===== config.mk =====
export PLATFORM = sky130hd
export DESIGN_NAME = fetch_unit
export DESIGN_NICKNAME = d
export VERILOG_FILES = /design/src/rtl/fetch_pkg.sv /design/src/rtl/fetch_unit_if_id_reg.sv /design/src/rtl/fetch_unit.sv
export SDC_FILE = /design/constraint.sdc
export NUM_CORES = 1
export LEC_CHECK = 0
export CAP_MARGIN = 15
export CORE_MARGIN = 3
export CORE_UTILIZATION = 50
export CTS_CLUSTER_DIAMETER = 60
export DETAILED_ROUTE_END_ITERATION = 10
export PLACE_DENSITY_LB_ADDON = 0.3
export SLEW_MARGIN = 30
export SYNTH_ARGS = -nofsm -noshare
export SYNTH_HDL_FRONTEND = slang
export SYNTH_SLANG_ARGS = --single-unit
export TNS_END_PERCENT = 30

===== constraint.sdc =====
create_clock -name CLK -period 6 [get_ports CLK]
set_clock_uncertainty 0.2 [all_clocks]
set_input_delay 1.5 -clock CLK [delete_from_list [all_inputs] [get_ports CLK]]
set_output_delay 1.5 -clock CLK [all_outputs]
set_load 0.01 [all_outputs]

===== src/rtl/fetch_pkg.sv =====
// Shared definitions for the instruction-fetch stage: FSM state encoding and
// the sequential PC increment.
package fetch_pkg;

    localparam int unsigned PC_INCR = 4;

    typedef enum logic [1:0] {
        ISSUE = 2'd0,
        WAIT  = 2'd1,
        DROP  = 2'd2,
        SKID  = 2'd3
    } fetch_state_e;

endpackage


===== src/rtl/fetch_unit_if_id_reg.sv =====
// IF/ID pipeline register: holds one fetched instruction with its address and
// address + increment. Flush beats load, and load beats consume.
module if_id_reg #(
    parameter int unsigned W    = 32,
    parameter int unsigned INCR = 4
) (
    input  logic         CLK,
    input  logic         RST,
    input  logic         flush_i,
    input  logic         load_i,
    input  logic         consume_i,
    input  logic [W-1:0] instr_i,
    input  logic [W-1:0] pc_i,
    output logic         valid_o,
    output logic [W-1:0] instr_o,
    output logic [W-1:0] pc_o,
    output logic [W-1:0] pc_plus_o
);

    logic         valid_q;
    logic [W-1:0] instr_q;
    logic [W-1:0] pc_q;
    logic [W-1:0] pc_plus_q;

    // NOTE: state registers use non-blocking assignments so every flop samples
    // the pre-edge values of its neighbours, independent of block order.
    always_ff @(posedge CLK or negedge RST) begin
        if (!RST) begin
            valid_q   <= 1'b0;
            instr_q   <= '0;
            pc_q      <= '0;
            pc_plus_q <= '0;
        end else begin
            if (flush_i) begin
                valid_q <= 1'b0;
            end else if (load_i) begin
                valid_q   <= 1'b1;
                instr_q   <= instr_i;
                pc_q      <= pc_i;
                pc_plus_q <= pc_i + W'(INCR);
            end else if (consume_i) begin
                valid_q <= 1'b0;
            end
        end
    end

    assign valid_o   = valid_q;
    assign instr_o   = instr_q;
    assign pc_o      = pc_q;
    assign pc_plus_o = pc_plus_q;

endmodule


===== src/rtl/fetch_unit.sv =====
// Instruction-fetch stage: issues req/ack reads at PC, fills IF/ID, and holds
// the program counter via PC_STALL until a fetch is accepted or a redirect occurs.
module fetch_unit
    import fetch_pkg::*;
#(
    parameter int unsigned data_size = 32,
    parameter int unsigned pc_incr   = PC_INCR
) (
    input  logic                 CLK,
    input  logic                 RST,
    input  logic [data_size-1:0] PC,
    output logic                 PC_STALL,
    output logic                 IMEM_REQ,
    output logic [data_size-1:0] IMEM_ADDR,
    input  logic                 IMEM_ACK,
    input  logic [data_size-1:0] IMEM_RDATA,
    input  logic                 ID_STALL,
    input  logic                 FLUSH,
    output logic                 IFID_VALID,
    output logic [data_size-1:0] IFID_INSTR,
    output logic [data_size-1:0] IFID_PC,
    output logic [data_size-1:0] IFID_PC_PLUS
);

    fetch_state_e         state_q, state_d;
    logic                 req_q, req_d;
    logic [data_size-1:0] addr_q, addr_d;
    logic                 skid_valid_q, skid_valid_d;
    logic [data_size-1:0] skid_instr_q, skid_instr_d;
    logic [data_size-1:0] skid_pc_q, skid_pc_d;

    logic                 load;
    logic [data_size-1:0] load_instr;
    logic [data_size-1:0] load_pc;
    logic                 ifid_valid;

    always_ff @(posedge CLK or negedge RST) begin
        if (!RST) begin
            state_q      <= ISSUE;
            req_q        <= 1'b0;
            addr_q       <= '0;
            skid_valid_q <= 1'b0;
        end else begin
            state_q      <= state_d;
            req_q        <= req_d;
            addr_q       <= addr_d;
            skid_valid_q <= skid_valid_d;
        end
    end

    // NOTE: skid payload is only ever read while skid_valid_q is set, so it
    // needs no reset and stays a plain data register.
    always_ff @(posedge CLK) begin
        skid_instr_q <= skid_instr_d;
        skid_pc_q    <= skid_pc_d;
    end

    // NOTE: every signal gets its default before the case so no path leaves
    // one unassigned, which would otherwise infer a latch.
    always_comb begin
        state_d      = state_q;
        req_d        = req_q;
        addr_d       = addr_q;
        skid_valid_d = skid_valid_q;
        skid_instr_d = skid_instr_q;
        skid_pc_d    = skid_pc_q;
        load         = 1'b0;
        load_instr   = IMEM_RDATA;
        load_pc      = addr_q;

        unique case (state_q)
            ISSUE: begin
                if (!FLUSH) begin
                    req_d   = 1'b1;
                    addr_d  = PC;
                    state_d = WAIT;
                end
            end
            WAIT: begin
                if (IMEM_ACK) begin
                    req_d   = 1'b0;
                    state_d = ISSUE;
                    if (!FLUSH) begin
                        if (!ifid_valid || !ID_STALL) begin
                            load = 1'b1;
                        end else begin
                            skid_valid_d = 1'b1;
                            skid_instr_d = IMEM_RDATA;
                            skid_pc_d    = addr_q;
                            state_d      = SKID;
                        end
                    end
                end else if (FLUSH) begin
                    state_d = DROP;
                end
            end
            // The memory handshake is always completed; the response is discarded.
            DROP: begin
                if (IMEM_ACK) begin
                    req_d   = 1'b0;
                    state_d = ISSUE;
                end
            end
            SKID: begin
                if (FLUSH) begin
                    skid_valid_d = 1'b0;
                    state_d      = ISSUE;
                end else if (!ID_STALL) begin
                    load         = 1'b1;
                    load_instr   = skid_instr_q;
                    load_pc      = skid_pc_q;
                    skid_valid_d = 1'b0;
                    state_d      = ISSUE;
                end
            end
            default: state_d = ISSUE;
        endcase
    end

    // The skid case already advanced the PC when the data was accepted.
    assign PC_STALL  = !(FLUSH || (state_q == WAIT && IMEM_ACK));
    assign IMEM_REQ  = req_q;
    assign IMEM_ADDR = addr_q;

    if_id_reg #(
        .W    (data_size),
        .INCR (pc_incr)
    ) u_if_id_reg (
        .CLK       (CLK),
        .RST       (RST),
        .flush_i   (FLUSH),
        .load_i    (load),
        .consume_i (ifid_valid && !ID_STALL),
        .instr_i   (load_instr),
        .pc_i      (load_pc),
        .valid_o   (ifid_valid),
        .instr_o   (IFID_INSTR),
        .pc_o      (IFID_PC),
        .pc_plus_o (IFID_PC_PLUS)
    );

    assign IFID_VALID = ifid_valid;

endmodule


* Word-level counts from Yosys, hierarchy flattened *
Cells that the tools add are included.

word-level totals
  bits in registers = 196
  input bits = 69
  output and inout port bits = 131
  logic and storage cells = 62

operators by class
  $add $sub $neg = 1
  equality and inequality tests = 8
  muxes and demuxes = 26
  bitwise logic cells = 2
  reduce and logical (&&, ||, !) cells = 16

operator list
  kind                     number
  $mux W32                 5
  $add A32 B3 Y32 const B  1
  $mux W2                  8
  $mux W1                  10
  $pmux W2 S4              1
  $reduce_and A4 Y1        2
  $ne A3 B3 Y1 const B     2
  $eq A2 B2 Y1 const B     2
  $ne A2 B2 Y1 const B     2
  $pmux W1 S2              2
  $reduce_and A2 Y1        2
  $logic_not A1 Y1         3
  $reduce_and A3 Y1        1
  $reduce_bool A3 Y1       1
  $eq A2 B1 Y1 const B     1
  $logic_and A1 B1 Y1      2
  $logic_not A2 Y1         1
  $logic_or A1 B1 Y1       2
  $ne A2 B1 Y1 const B     1
  $not A1 Y1               2
  $reduce_bool A2 Y1       1
  $reduce_or A2 Y1         1

* Depth between registers and ports, before layout *
Gate-level depths: netlist of the first run.

  depth after elaboration = 8
  mapped depth = 12
  mapped depth without buffers = 8

* Modules after synthesis *
From an unflattened synthesis of the first run, not the netlist that was laid out.

unflattened totals
  cell total of the unflattened synthesis = 703
  area total of the unflattened synthesis = 8,623.3 µm²

modules (own cells, without submodules)
  module      times used  cells each  area each (µm²)  seq. area each (µm²)
  fetch_unit  1           237         4,480.5          2,797.7
  if_id_reg   1           466         4,142.7          2,377.3

* Least setup slack after synthesis of the first run *
OpenSTA, ideal clock, no wires.

  path kind = input to register
  start point = input port FLUSH
  end point = register skid_instr_q[0], enable pin
  setup time = 0.488 ns
  arrival = 4.615 ns
  required time = 5.312 ns
  path slack = 0.697 ns
  cell stages on the path = 3
  path buffers = 1
  cell sequence = clkbuf_1 -> nand3b_1 -> nor2_1

on the way
  longest elaborated chain between the ends = 2

ends and longest elaborated chain
  what                                line              source
  from (decl)                         fetch_unit.sv:18  input logic FLUSH,
  $not A1 Y1 (no source line)         n/a
  $reduce_and A4 Y1 (no source line)  n/a
  to (signal assigned)                fetch_unit.sv:54  skid_instr_q <= skid_instr_d;
  to (decl)                           fetch_unit.sv:29  logic [data_size-1:0] skid_instr_q, skid_instr_d;

No other way between the ends.
A chain may end at the register's enable or synchronous reset.

* Worst setup path in the final report of the first run *
  start point = input port FLUSH
  end point = output port PC_STALL

on the way
  longest elaborated chain between the ends = 2

ends and longest elaborated chain
  what                line               source
  $logic_or A1 B1 Y1  fetch_unit.sv:121  assign PC_STALL = !(FLUSH || (state_q == WAIT && IMEM_ACK));
  $logic_not A1 Y1    fetch_unit.sv:121
  to (decl)           fetch_unit.sv:12   output logic PC_STALL,

No other way between the ends.

==> results of run 1 <==
[Yosys cell counts, types with 3 or more instances]
cell,count,area [um^2]
ha_1,5,62.56
inv_1,4,15.01
o211ai_1,4,30.03
or4_1,4,30.03
o31a_1,3,26.28
nor2_1,19,71.32
nand2_1,113,424.2
nand3_1,32,160.2
o31ai_1,5,37.54
buf_6,3,33.78
and3_1,5,31.28
o311ai_1,7,61.31
o21ai_1,8,40.04
a31oi_1,5,31.28
clkbuf_1,28,105.1
buf_2,4,20.02
o21ai_0,62,310.3
buf_1,5,18.77
a21oi_1,9,45.04
a21o_1,14,105.1
nand4_1,4,25.02
o21a_1,3,22.52
mux2_2,37,416.7
xnor2_1,5,43.79
mux2i_1,56,560.5
edfxtp_1,64,1922
nor3_1,11,55.05
nor4_1,7,43.79
xor2_1,4,35.03
dfrtp_1,130,3253
a22oi_1,4,30.03
[power groups by stage]
| stage | combinational, mW | sequential [mW] | clock, mW |
|---|---|---|---|
| after floorplan | 0.968 | 2.35 | 0 |
| after global placement | 2.28 | 2.24 | 0 |
| after detailed placement | 2.35 | 2.26 | 0 |
| after CTS | 2.36 | 2.24 | 1.11 |
| after global routing | 2.57 | 2.30 | 1.16 |
| final | 2.37 | 2.24 | 1.09 |
[routing by layer]
layer / GRT usage, % / vias to the layer above
met4: 8.343 / 0
li1: - / 2960
met1: 32.19 / 3152
met2: 40.15 / 275
met5: 0 / -
met3: 4.626 / 32
[how the worst max path moves through the flow]
stage	from	end	slack (ps)	cells past startpoint
5_1_grt	FLUSH	u_if_id_reg.pc_plus_o[24]	1110	8
6_report	FLUSH	PC_STALL	1250	3
3_3_place_gp	FLUSH	u_if_id_reg.pc_plus_o[30]	1060	8
4_1_cts	FLUSH	PC_STALL	1290	3
3_5_place_dp	FLUSH	u_if_id_reg.pc_plus_o[24]	930	8
2_1_floorplan	FLUSH	skid_instr_q[0]	700	3
[cells by family (layout without fill, tap and decap cells)]
| logic type | count (synthesis) | after routing | synth area share (%) |
|---|---|---|---|
| AO/OA/AOI/OAI | 145 | 145 | 11.03 |
| adder cells (fa/ha/maj) | 5 | 5 | 0.7394 |
| XOR/XNOR | 9 | 9 | 0.9316 |
| buffers and inverters | 46 | 245 | 2.455 |
| AND/OR/NAND/NOR | 211 | 211 | 11.56 |
| multiplexers | 96 | 96 | 12.11 |
| flip-flops | 194 | 194 | 61.17 |
[state kept, by name, summed over array words and instances, names as in the netlist]
signal / count
u_if_id_reg.valid_o: 1
u_if_id_reg.pc_o: 32
skid_instr_q: 32
u_if_id_reg.pc_plus_o: 30
u_if_id_reg.instr_o: 32
IMEM_ADDR: 32
IMEM_REQ: 1
skid_pc_q: 32
state_q: 2
[area by class of cell]
cell class	instances	area (um^2)	area share [%]
timing repair buffer	209	2117	18.77
sequential	194	5175	45.88
multi-input combinational	466	3133	27.78
tap	216	270.3	2.396
clock buffer	17	425.4	3.771
inverter	4	15.01	0.1331
clock inverter	15	143.9	1.276
[stage by stage]
stage	instances	utilization (%)	total power, mW	area (um^2)
2_1_floorplan	706	-	3.314	8461
3_3_place_gp	1087	65.66	4.516	10660
3_5_place_dp	1087	65.66	4.610	10660
4_1_cts	1119	69.17	5.714	11230
5_1_grt	1121	69.50	6.032	11280
6_report	1121	69.50	5.700	11280
==> qor.yml, run 1 <==
critical_path:
  crit_path_cell_trace: "clkdlybuf4s50_1 -> a21oi_1 -> clkdlybuf4s50_1"
  cp_num_buf_inv: 2
  max_stage_delay_ps: 720
  critPathRequiredTime_ps: 4300
  cp_top_family: "buffers and inverters"
  path_class: "in -> out"
  r2r_end: "u_if_id_reg.pc_plus_o[20]"
  cp.arrival_ps: 3050
  r2r_cells: 8
  reg2reg_from: "state_q[0]"
  cp-end-kind: "primary output"
  crit_top_cell: "clkdlybuf4s50_1"
  startpoint_type: "primary input"
  rrSetupSlack_ps: 2550
  worst_path_max_delay_cell: "clkdlybuf4s50_1"
  cp_max_fo: 14
routing:
  routedWlPerCell_um: 19.74
  drt_pass1_iterations: 6
  drtAntennaViolNets: 0
  routed.top_layer: "met4"
  dr_wl_met3_um: 1479
  first_iter_violations: 678
  via_per_inst: 5.726
  m1WireLength_um: 9146
  wl_um: 22130
  met2WireLength_um: 11100
  drcViolationCount: 0
  vias: 6419
floorplan:
  rows: 46
  die_h_um: 136.1
  die_x_um: 136.1
  core_um2: 16230
  die_area_um2: 18520
  io_pins: 200
  start_util_pct: 52.13
synthesis:
  ys_types: 66
  synth-edff-count: 64
  synth_seq_cells: 194
  postSynthAreaPerCell_um2: 11.98
  async_flop_share_pct: 67.01
  yosys_warnings: 0
  ys.flop_type: "dfrtp_1"
  synth_area_um2: 8461
  seq_area_frac_synth_pct: 61.17
  syn_nets: 780
  syn_inst: 706
clock_tree:
  h-tree-depth: 4
  cts_root_buf: "clkbuf_16"
  cts_tree: "done"
  cts.sinks: 194
  cts_buffers: 17
  cts_resized: 0
  clkLatencyLatePin_ps: 440
  ctsHoldBuffers: 0
  cts.clk_slew.worst_paths_ps: 70
  clockBufferDepth: 2
  postCtsSetupRepairBufs: 0
cells_and_area:
  layout_common_cells: "198 x clkdlybuf4s50_1, 130 x dfrtp_1, 113 x nand2_1"
  layout_commonest_cell: "clkdlybuf4s50_1"
  fillerInstances: 1138
  antenna_cells: 0
  layout-drive-gt1-share_pct: 10.50
  layout.nets: 966
  syn_to_final_growth_pct: 33.32
power:
  swShare_pct: 35.76
  peakVddDrop_mv: 0.2544
  comb_power_share_pct: 41.5
  switchingPower_mw: 2.038
  clock_power_share_pct: 19.1
  p_leak_nw: 4.794
  p_int_mw: 3.662
  p_per_area_nw_per_um2: 505.3
  p_seq_share_pct: 39.3
worst_hold_path:
  min_path_cells: 1
  hp-class: "reg -> reg"
  whs_endpoint: "u_if_id_reg.pc_o[17]"
  holdCritStartpoint: "u_if_id_reg.pc_o[17]"
timing:
  layout_setup_ws_ps: 1246
  fin_hold_ws_ps: 278.4
  maxSlewViolCount: 0
  min_period_ps: 4754
  rsz0062_at_grt: "no"
  tightest_slew_ps: 954.4
  hold_violations: 0
  timing.final.crit_share_pct: 79.24
  setup-violations-final: 0
  relSlewSlack_pct: 36.37
  setup_tns_ps: 0
  max_freq_mhz: 210.3
place:
  gp_congestion: 0.9024
  hpwl_um: 15240
  post-place-ws_ps: 934.9
  io_buffers: 199
global_routing:
  grt_usage_pct: 24.23
  grt_max_degree: 86
  overflow: 0
  antenna_found_initial: 0
  grt_pass1_wl_um: 34980
  grt_pass1_vias: 6477
run:
  max-cap-violations: 0
outcome:
  status: "complete, no violations"
(Power assumes the default switching activity.)
==> inputs of run 2 (changes only) <==
Settings changed: CORE_UTILIZATION 50 to 45.
Clock period 6 ns to 3.9 ns, I/O delays scaled along.
==> qor.yml, run 2 (synthesis results as in run 1) <==
outcome:
  status: "complete, no violations"
clock_tree:
  cts_root_buf: "clkbuf_16"
  cts_buffers: 17
  cts.sinks: 194
  cts_tree: "done"
  postCtsSetupRepairBufs: 0
  clkLatencyLatePin_ps: 430
  ctsHoldBuffers: 0
  cts.clk_slew.worst_paths_ps: 70
  h-tree-depth: 4
  cts_resized: 0
  clockBufferDepth: 2
cells_and_area:
  antenna_cells: 0
  syn_to_final_growth_pct: 34.66
  fillerInstances: 1424
  layout-drive-gt1-share_pct: 11.76
  instances_no_fill: 1147
  layout_commonest_cell: "clkdlybuf4s50_1"
  layout_common_cells: "198 x clkdlybuf4s50_1, 130 x dfrtp_1, 113 x nand2_1"
  fin_area_um2: 11390
  layout.nets: 979
  final_core_util_pct: 62.57
power:
  p_seq_share_pct: 39.2
  p_int_mw: 5.640
  p_per_area_nw_per_um2: 767.2
  clock_power_share_pct: 19.3
  switchingPower_mw: 3.101
  swShare_pct: 35.48
  p_leak_nw: 4.868
  peakVddDrop_mv: 0.3766
  comb_power_share_pct: 41.6
timing:
  tightest_slew_ps: 688.5
  fin_hold_ws_ps: 277.9
  max_freq_mhz: 282.1
  maxSlewViolCount: 0
  setup_tns_ps: 0
  setup-violations-final: 0
  min_period_ps: 3544
  hold_violations: 0
  relSlewSlack_pct: 54.10
  timing.final.crit_share_pct: 90.88
  rsz0062_at_grt: "no"
floorplan:
  core_um2: 18210
  die_h_um: 143.1
  start_util_pct: 46.46
  die_x_um: 143.1
  die_area_um2: 20480
  rows: 49
  io_pins: 200
place:
  placed_area_um2: 10830
  hpwl_um: 15480
  io_buffers: 199
  gp_congestion: 0.8825
  dpl.cell_count: 1115
critical_path:
  cp.arrival_ps: 2370
  path_class: "in -> out"
  startpoint_type: "primary input"
  rrSetupSlack_ps: 930
  cp-end-kind: "primary output"
  critPathRequiredTime_ps: 2720
  cp_max_fo: 12
routing:
  vias: 6374
  via_per_inst: 5.557
  drt_pass1_iterations: 5
  first_iter_violations: 481
  routedWlPerCell_um: 18.86
  drtAntennaViolNets: 0
  wl_um: 21630
  drcViolationCount: 0
run:
  max-cap-violations: 0
global_routing:
  grt_usage_pct: 21.37
  grt_pass1_vias: 6299
  overflow: 0
  grt_max_degree: 86
  antenna_found_initial: 0
  grt_pass1_wl_um: 34420
worst_hold_path:
  hp-class: "reg -> reg"
## run 2: cell count changes in the layout (fill, tap and decap cells not counted)
cell / change
clkinv_2: +1
buf_12: +3
clkinv_8: -1
o32a_2: +1
clkinv_4: -2
clkinvlp_4: -1
buf_16: -1
o32a_4: -1
inv_8: +3
buf_4: +12
buf_6: -1
## run 2: critical path, cell delays in order
cell and delay (ps):
clkdlybuf4s50_1 460, buf_4 210, a21oi_1 140, clkdlybuf4s50_1 580
## run 2: metal layers
| metal | up-vias | GRT usage (%) | part of all wire, % |
|---|---|---|---|
| met4 | 0 | 6.253 | 1.6 |
| met3 | 26 | 5.023 | 6.3 |
| li1 | 2996 | - | - |
| met2 | 233 | 33.75 | 48 |
| met1 | 3119 | 29.68 | 44 |
| met5 | - | 0 | 0 |
## run 2: worst paths after layout
path / from / to / depth (start not counted)
worst max register to register: state_q[1] / u_if_id_reg.pc_plus_o[30] / 7
worst max-delay path: FLUSH / PC_STALL / 4
min in group asynchronous: RST / u_if_id_reg.instr_o[5] / 1
worst min-delay path: u_if_id_reg.instr_o[3] / u_if_id_reg.instr_o[3] / 2
worst min register to register: u_if_id_reg.instr_o[3] / u_if_id_reg.instr_o[3] / 2
max in group asynchronous: RST / u_if_id_reg.pc_o[23] / 2
## run 2: metrics by stage
| stage | power, mW | setup WS, ps |
|---|---|---|
| floorplan | 5.098 | 196.4 |
| detailed placement | 7.120 | 128.2 |
| finish | 8.740 | 355.7 |
| global placement | 7.041 | 204.6 |
| global route | 9.288 | 246.7 |
| CTS | 8.825 | 365.6 |
## run 2: cell type report
type                            count  area [um^2]  area share (%)
Timing Repair Buffer              222         2228           19.56
Clock inverter                     15        141.4           1.241
Tap cell                          229        286.5           2.515
Inverter                            4        15.01          0.1318
Clock buffer                       17        425.4           3.734
Multi-Input combinational cell    466         3122           27.40
Sequential cell                   194         5175           45.42
## run 2: power groups by stage
stage	sequential (mW)	clock, mW	combinational [mW]
3_5_place_dp	3.46	0	3.66
3_3_place_gp	3.44	0	3.60
6_report	3.42	1.69	3.63
5_1_grt	3.52	1.81	3.96
4_1_cts	3.43	1.72	3.68
2_1_floorplan	3.61	0	1.49
